===== config.mk =====
export PLATFORM = sky130hd
export DESIGN_NAME = cpu_mem_initiator
export DESIGN_NICKNAME = d
export VERILOG_FILES = /design/src/rtl/cpu_mem_initiator.sv
export SDC_FILE = /design/constraint.sdc
export NUM_CORES = 1
export LEC_CHECK = 0
export BUFFER_PORTS_ARGS = -buffer_cell sky130_fd_sc_hd__buf_2
export CAP_MARGIN = 20
export CORE_UTILIZATION = 48
export DETAILED_ROUTE_END_ITERATION = 6
export MAX_ROUTING_LAYER = met4
export PLACE_DENSITY = 0.91
export SETUP_SLACK_MARGIN = 0.3
export SLEW_MARGIN = 0
export SYNTH_ARGS = -nofsm -noshare
export SYNTH_HDL_FRONTEND = slang
export SYNTH_SLANG_ARGS = --single-unit

===== constraint.sdc =====
create_clock -name clockCore -period 2.25 [get_ports clockCore]
set_input_delay 0.1125 -clock clockCore [delete_from_list [all_inputs] [get_ports clockCore]]
set_output_delay 0.1125 -clock clockCore [all_outputs]
set_load 0.05 [all_outputs]

===== src/rtl/cpu_mem_initiator.sv =====
// CPU-port initiator: takes one host command at a time, holds a level request to the
// memory controller until its ack pulse, and returns the response or a timeout error.
module cpu_mem_initiator #(
  parameter int ADDR_WIDTH = 8,
  parameter int DATA_WIDTH = 16,
  parameter int TIMEOUT    = 255,
  parameter int TO_WIDTH   = 8
) (
  input  logic                  clockCore,
  input  logic                  resetCore,
  input  logic                  cmdValid,
  output logic                  cmdReady,
  input  logic                  cmdRd,
  input  logic [ADDR_WIDTH-1:0] cmdAddr,
  input  logic [DATA_WIDTH-1:0] cmdWrData,
  output logic                  rspValid,
  input  logic                  rspReady,
  output logic                  rspErr,
  output logic [DATA_WIDTH-1:0] rspRdData,
  output logic                  cpuMemReq,
  output logic                  cpuMemRd,
  output logic [ADDR_WIDTH-1:0] cpuMemAddr,
  output logic [DATA_WIDTH-1:0] cpuMemWrData,
  input  logic                  cpuMemAck,
  input  logic [DATA_WIDTH-1:0] cpuMemRdData,
  output logic                  staleAck
);

  typedef enum logic [1:0] {
    IDLE = 2'd0,
    REQ  = 2'd1,
    RSP  = 2'd2
  } state_t;

  // The counter holds (REQ edges seen - 1), so the timeout fires on the edge where it
  // equals TIMEOUT-1: exactly TIMEOUT edges after the request rose.
  localparam logic [TO_WIDTH-1:0] TimeoutLast = TO_WIDTH'(TIMEOUT - 1);
  localparam logic [TO_WIDTH-1:0] TimeoutMax  = TO_WIDTH'(TIMEOUT);
  localparam logic [TO_WIDTH-1:0] CountOne    = TO_WIDTH'(1);

  state_t                state_q, state_d;
  logic [TO_WIDTH-1:0]   count_q, count_d;
  logic                  req_q, req_d;
  logic                  rd_q, rd_d;
  logic [ADDR_WIDTH-1:0] addr_q, addr_d;
  logic [DATA_WIDTH-1:0] wrData_q, wrData_d;
  logic                  rspValid_q, rspValid_d;
  logic                  rspErr_q, rspErr_d;
  logic [DATA_WIDTH-1:0] rspRdData_q, rspRdData_d;
  logic                  staleAck_q, staleAck_d;

  always_ff @(posedge clockCore or negedge resetCore) begin
    if (!resetCore) begin
      state_q     <= IDLE;
      count_q     <= '0;
      req_q       <= 1'b0;
      rd_q        <= 1'b0;
      addr_q      <= '0;
      wrData_q    <= '0;
      rspValid_q  <= 1'b0;
      rspErr_q    <= 1'b0;
      rspRdData_q <= '0;
      staleAck_q  <= 1'b0;
    end else begin
      state_q     <= state_d;
      count_q     <= count_d;
      req_q       <= req_d;
      rd_q        <= rd_d;
      addr_q      <= addr_d;
      wrData_q    <= wrData_d;
      rspValid_q  <= rspValid_d;
      rspErr_q    <= rspErr_d;
      rspRdData_q <= rspRdData_d;
      staleAck_q  <= staleAck_d;
    end
  end

  always_comb begin
    state_d     = state_q;
    count_d     = count_q;
    req_d       = req_q;
    rd_d        = rd_q;
    addr_d      = addr_q;
    wrData_d    = wrData_q;
    rspValid_d  = rspValid_q;
    rspErr_d    = rspErr_q;
    rspRdData_d = rspRdData_q;
    staleAck_d  = 1'b0;
    case (state_q)
      IDLE: begin
        staleAck_d = cpuMemAck;
        if (cmdValid) begin
          rd_d     = cmdRd;
          addr_d   = cmdAddr;
          wrData_d = cmdWrData;
          req_d    = 1'b1;
          count_d  = '0;
          state_d  = REQ;
        end
      end
      REQ: begin
        count_d = (count_q == TimeoutMax) ? count_q : count_q + CountOne;
        // Ack takes priority over a timeout landing on the same edge.
        if (cpuMemAck) begin
          req_d       = 1'b0;
          rspRdData_d = rd_q ? cpuMemRdData : '0;
          rspErr_d    = 1'b0;
          rspValid_d  = 1'b1;
          state_d     = RSP;
        end else if (count_q == TimeoutLast) begin
          req_d       = 1'b0;
          rspRdData_d = '0;
          rspErr_d    = 1'b1;
          rspValid_d  = 1'b1;
          state_d     = RSP;
        end
      end
      RSP: begin
        staleAck_d = cpuMemAck;
        if (rspReady) begin
          rspValid_d = 1'b0;
          rspErr_d   = 1'b0;
          state_d    = IDLE;
        end
      end
      default: begin
        state_d = IDLE;
      end
    endcase
  end

  assign cmdReady     = (state_q == IDLE);
  assign cpuMemReq    = req_q;
  assign cpuMemRd     = rd_q;
  assign cpuMemAddr   = addr_q;
  assign cpuMemWrData = wrData_q;
  assign rspValid     = rspValid_q;
  assign rspErr       = rspErr_q;
  assign rspRdData    = rspRdData_q;
  assign staleAck     = staleAck_q;

endmodule


Word-level counts from Yosys, hierarchy flattened
Cells that the tools add are included.
{"block": "classes", "n_reduce_logical": 11, "magnitude_cmp": 0, "n_mul": 0, "eq_ne": 8, "shifts": 0, "addsub": 1, "n_bitwise": 0, "muxes": 22, "n_div": 0}
{"cell": "16-bit 2-to-1 mux", "n": 3}
{"cell": "8-bit == test (second input constant)", "n": 2}
{"cell": "8-bit 2-to-1 mux", "n": 2}
{"cell": "8-bit one-hot mux with 2 select lines", "n": 1}
{"cell": "3-bit AND reduction", "n": 4}
{"cell": "8-bit by 1-bit adder with 8-bit output (second input constant)", "n": 1}
{"cell": "1-bit 2-to-1 mux", "n": 8}
{"cell": "2-bit 2-to-1 mux", "n": 4}
{"cell": "2-bit inequality test (second input constant)", "n": 3}
{"cell": "1-bit one-hot mux with 2 select lines", "n": 3}
{"cell": "2-bit one-hot mux with 3 select lines", "n": 1}
{"cell": "2-bit nonzero test", "n": 3}
{"cell": "2-bit AND reduction", "n": 2}
{"cell": "3-bit inequality test (second input constant)", "n": 1}
{"cell": "2-bit by 1-bit == test with 1-bit output (second input constant)", "n": 1}
{"cell": "2-bit == test (second input constant)", "n": 1}
{"cell": "2-bit zero test", "n": 1}
{"cell": "2-bit OR reduction", "n": 1}
{"block": "word_totals", "in_bits": 46, "memories": 0, "ram_bits": 0, "mem_bits_ro": 0, "word_cells": 52, "latch_bits": 0, "output_inout_bits": 46, "regBits": 55}

Longest topological paths before layout
{"block": "logic_depth", "word_depth": 4, "depth_mapped": 6, "ltp_nobuf": 5}

Least setup slack after synthesis
OpenSTA, ideal clock, no wires.
{"block": "synth_path", "kind": "reg2reg", "startpoint": "reg state_q[0]", "endpoint": "reg wrData_q[10] (netlist: cpuMemWrData[10])", "path_buffers": 2, "setup_ns": 0.118, "required_ns": 2.132, "synth_period_minus_slack_ns": 2.068, "arrival_time_ns": 1.950, "stages_incl_launch_ff": 7, "slack_ns": 0.182, "path_cell_list": "dfrtp_1 > buf_4 > nor2_1 > nand2_1 > clkbuf_1 > nand2_1 > nand2_1"}
{"block": "synth_via", "elab_chain_cells": 2}
{"element": "start: declaration", "line_no": "41", "source": "state_t state_q, state_d;"}
{"element": "start signal: assignment", "line_no": "65", "source": "state_q <= state_d;"}
{"element": "2-bit zero test"}
{"element": "via cmdReady", "line_no": "12", "source": "output logic cmdReady,"}
{"element": "2-bit AND reduction (no source line)"}
{"element": "end signal: assignment", "line_no": "70", "source": "wrData_q <= wrData_d;"}
{"element": "end: declaration", "line_no": "46", "source": "logic [DATA_WIDTH-1:0] wrData_q, wrData_d;"}
The timed path passes the listed nets, and every way through them passes these cells.
A chain may end at the register's enable or synchronous reset.

Final worst setup path
{"block": "layout_path", "startpoint": "reg count_q[0]", "endpoint": "reg count_q[1]"}
{"block": "layout_via", "elab_chain_cells": 3, "word_cells_on_any_way": 6}
{"element": "start: declaration", "line_no": "42", "source": "logic [TO_WIDTH-1:0] count_q, count_d;"}
{"element": "start signal: assignment", "line_no": "66", "source": "count_q <= count_d;"}
{"element": "8-bit by 1-bit adder with 8-bit output or 8-bit == test (tied branches)", "line_no": "102", "source": "count_d = (count_q == TimeoutMax) ? count_q : count_q + CountOne;"}
{"element": "8-bit 2-to-1 mux or 2-bit inequality test (tied branches)"}
{"element": "8-bit one-hot mux with 2 select lines or 3-bit AND reduction (tied branches)"}
Parallel ways exist; a longest one is shown, timed or not. The select of a mux whose other input is x is not followed.

==> impl_metrics.yaml <==
outcome:
  status: "finished, final reports clean"
power_and_ir_drop:
  p_int_mw: 2.367
  p_total_mw: 4.976
  p_per_area_nw_per_um2: 1536
  clkPwrFrac: 0.134
  comb_power_share: 0.530
  p_sw_frac: 0.5243
  vdd_drop_max_v: 0.0008933
  leakage_nw: 1.688
  p_sw_mw: 2.609
  sequentialPowerShare: 0.337
grt:
  grt_start_max_net_pins: 56
  grt_use_total: 0.2496
  antenna_found_initial: 0
  first_global_vias: 2089
  grt_pass1_wl_um: 9570
  grt_overflow: 0
critical_path:
  reg2reg_depth: 5
  path_max_fanout: 6
  crit_path_end_kind: "flip-flop"
  worstSetupPathType: "flip-flop to flip-flop"
  critPathLaunchType: "flip-flop"
  cp_data_required_time_ps: 2450
  worstPathArrival_ps: 1960
detailed_routing:
  final_antenna_net_count: 0
  drc: 0
  via_per_inst: 5.081
  drtIter0Drc: 169
  drtPass1Iterations: 5
  vias: 2185
  wl_per_cell_um: 13.65
  routed_wl_um: 5868
layout:
  layout.nets: 410
  area_delta_synth_final_pct: 36.34
  diodes: 0
  final_cell_area_um2: 3239
  drive_gt1_frac: 0.3113
die:
  fp.dieArea_um2: 5235
  fp.dieW_um: 72.36
  core_um2: 4755
  die_h_um: 72.36
  initial_utilization: 0.4997
  rows: 25
  io_pins: 92
yosys:
  ys_types: 36
  synth_area_um2: 2376
  synth-seq-cells: 55
  yosysWarnings: 0
  syn_inst: 249
  syn_area_per_cell_um2: 9.542
  synth_fp_nets: 297
  seq_area_frac_synth: 0.5793
sta:
  fin_skew_ps: 4.996
  final.setup.tns_ps: 0
  rsz0062_at_grt: "false"
  tightest_slew_ps: 670.4
  setup_violations: 0
  slew_violations: 0
  hold_viol: 0
  fmax_ghz: 0.5679
  relSlewSlack: 0.5531
  period_share: 0.7826
  period_minus_slack_ps: 1761
clock_tree:
  clk_pin_slew_ps: 90
  cts_setup_buffers: 0
  clk_path_buf_depth: 2
  cts_tree: "yes"
  cts_max_level: 2
  cts.hold.buffers_added: 25
  cts_resized: 0
  clock_latency_ps: 300
  cts_root_buf: "clkbuf_8"
  cts_inserted_buffers: 5
  clock-sinks: 55
placement:
  placed_area_um2: 2872
  dp_hpwl_um: 3705
  numPortBuffers: 91
  gp_congestion: 0.8385
hold_path:
  worstHoldPathCells: 3
  hold_path_class: "primary input to flip-flop"
flow_run:
  drv_cap: 0
## per-layer routing
metal | share of wire | global-route usage | vias to the layer above | wire (µm)
li1 | - | - | 1056 | -
met5 | 0 | - | - | 0
met1 | 0.40 | 0.3075 | 1041 | 2375
met3 | 0.051 | 0.05278 | 13 | 301
met2 | 0.52 | 0.4050 | 75 | 3054
met4 | 0.023 | 0.09586 | 0 | 136
## registers in the layout, indices dropped and copies added, names as in the netlist
name,count
cpuMemWrData,16
cpuMemAddr,8
cpuMemReq,1
staleAck,1
count_q,8
rspErr,1
cpuMemRd,1
rspValid,1
state_q,2
rspRdData,16
## stage by stage
| step | std cells | util | setup slack, ps | hold slack [ps] |
|---|---|---|---|---|
| finish | 430 | 0.6813 | 489.1 | 16.99 |
| global route | 430 | 0.6813 | 350.3 | 18.57 |
| CTS | 430 | 0.6813 | 488.9 | 2.167 |
| detailed placement | 397 | 0.6039 | 503.0 | 279.9 |
| global placement | 397 | 0.6039 | 581.2 | 271.3 |
| floorplan | 249 | - | 498.3 | -183.1 |
## worst paths after layout
kind	start	endpoint	slack, ps
hold reg to reg	cpuMemAddr[2]$_DFFE_PN0P_	cpuMemAddr[2]$_DFFE_PN0P_	480
setup / recovery	count_q[0]$_DFFE_PN0P_	count_q[1]$_DFFE_PN0P_	490
max in group asynchronous	resetCore	cpuMemWrData[11]$_DFFE_PN0P_	1340
min in group asynchronous	resetCore	rspRdData[5]$_DFFE_PN0P_	460
hold / removal	cmdWrData[1]	cpuMemWrData[1]$_DFFE_PN0P_	20
setup reg to reg	count_q[0]$_DFFE_PN0P_	count_q[1]$_DFFE_PN0P_	490
## cell usage after synthesis
| library cell | count | area [µm²] |
|---|---|---|
| a21o_1 | 1 | 7.510 |
| a21oi_1 | 2 | 10.01 |
| a22o_1 | 2 | 17.52 |
| a41o_2 | 1 | 11.26 |
| a41oi_2 | 1 | 16.27 |
| and2_0 | 1 | 6.260 |
| and3_1 | 1 | 6.260 |
| and4_1 | 1 | 8.760 |
| buf_2 | 4 | 20.02 |
| buf_4 | 2 | 15.01 |
| buf_6 | 2 | 22.52 |
| clkbuf_1 | 7 | 26.28 |
| dfrtp_1 | 55 | 1376 |
| ha_1 | 2 | 25.02 |
| inv_1 | 2 | 7.510 |
| mux2_2 | 2 | 22.52 |
| nand2_1 | 80 | 300.3 |
| nand2_4 | 1 | 11.26 |
| nand2b_1 | 2 | 12.51 |
| nand3_1 | 18 | 90.09 |
| nand4_1 | 1 | 6.260 |
| nor2_1 | 9 | 33.78 |
| nor2b_1 | 1 | 6.260 |
| nor2b_4 | 1 | 13.76 |
| nor3_1 | 1 | 5.000 |
| nor4_2 | 1 | 12.51 |
| o2111ai_2 | 1 | 15.01 |
| o211ai_1 | 4 | 30.03 |
| o21a_1 | 1 | 7.510 |
| o21ai_0 | 15 | 75.07 |
| o21ai_1 | 20 | 100.1 |
| o21bai_1 | 1 | 7.510 |
| o31ai_1 | 1 | 7.510 |
| or4_1 | 1 | 7.510 |
| xnor2_1 | 2 | 17.52 |
| xor2_1 | 2 | 17.52 |
## layout make-up
| type | count | area (µm²) |
|---|---|---|
| sequential | 55 | 1376 |
| tap | 67 | 83.83 |
| clock buffer | 6 | 82.58 |
| fill | 395 | 1515 |
| inverter | 2 | 7.507 |
| multi-input combinational | 177 | 910.9 |
| clock inverter | 2 | 35.03 |
| timing repair buffer | 121 | 743.2 |
## cells in the final DEF, fill, tap and decap left out, drive strengths merged, types with 2 or more instances in the layout
cell,instances
nor2,9
o21ai,35
clkbuf,6
ha,2
dfrtp,55
a22o,2
nand2b,2
nor2b,2
o211ai,4
mux2,2
xnor2,2
a21oi,2
buf,96
inv,2
xor2,2
dlygate4sd3,25
nand3,18
nand2,81
## logic make-up (layout without fill, tap and decap cells)
logic type | Yosys count | in the layout | share of synthesized area
compound gates | 50 | 50 | 0.1285
fa+ha+maj | 2 | 2 | 0.01053
xor+xnor | 4 | 4 | 0.01475
flops | 55 | 55 | 0.5793
simple gates | 119 | 119 | 0.2191
mux | 2 | 2 | 0.009478
buf+inv | 17 | 131 | 0.03844
## worst max-delay path: stages, from the launching register on
cell and delay [ps]:
dfrtp_1 430, ha_1 200, nand3_1 220, nor2_1 230
mux2_2 360, a22o_1 220
## power groups by stage
stage	clock (mW)	sequential, mW	combinational, mW
2_1_floorplan	0	2.86	0.811
3_3_place_gp	0	1.67	2.54
3_5_place_dp	0	1.68	2.60
4_1_cts	0.692	1.67	2.64
5_1_grt	0.725	1.73	2.81
6_report	0.665	1.68	2.64
No activity file was read; power rests on OpenSTA's default activity.
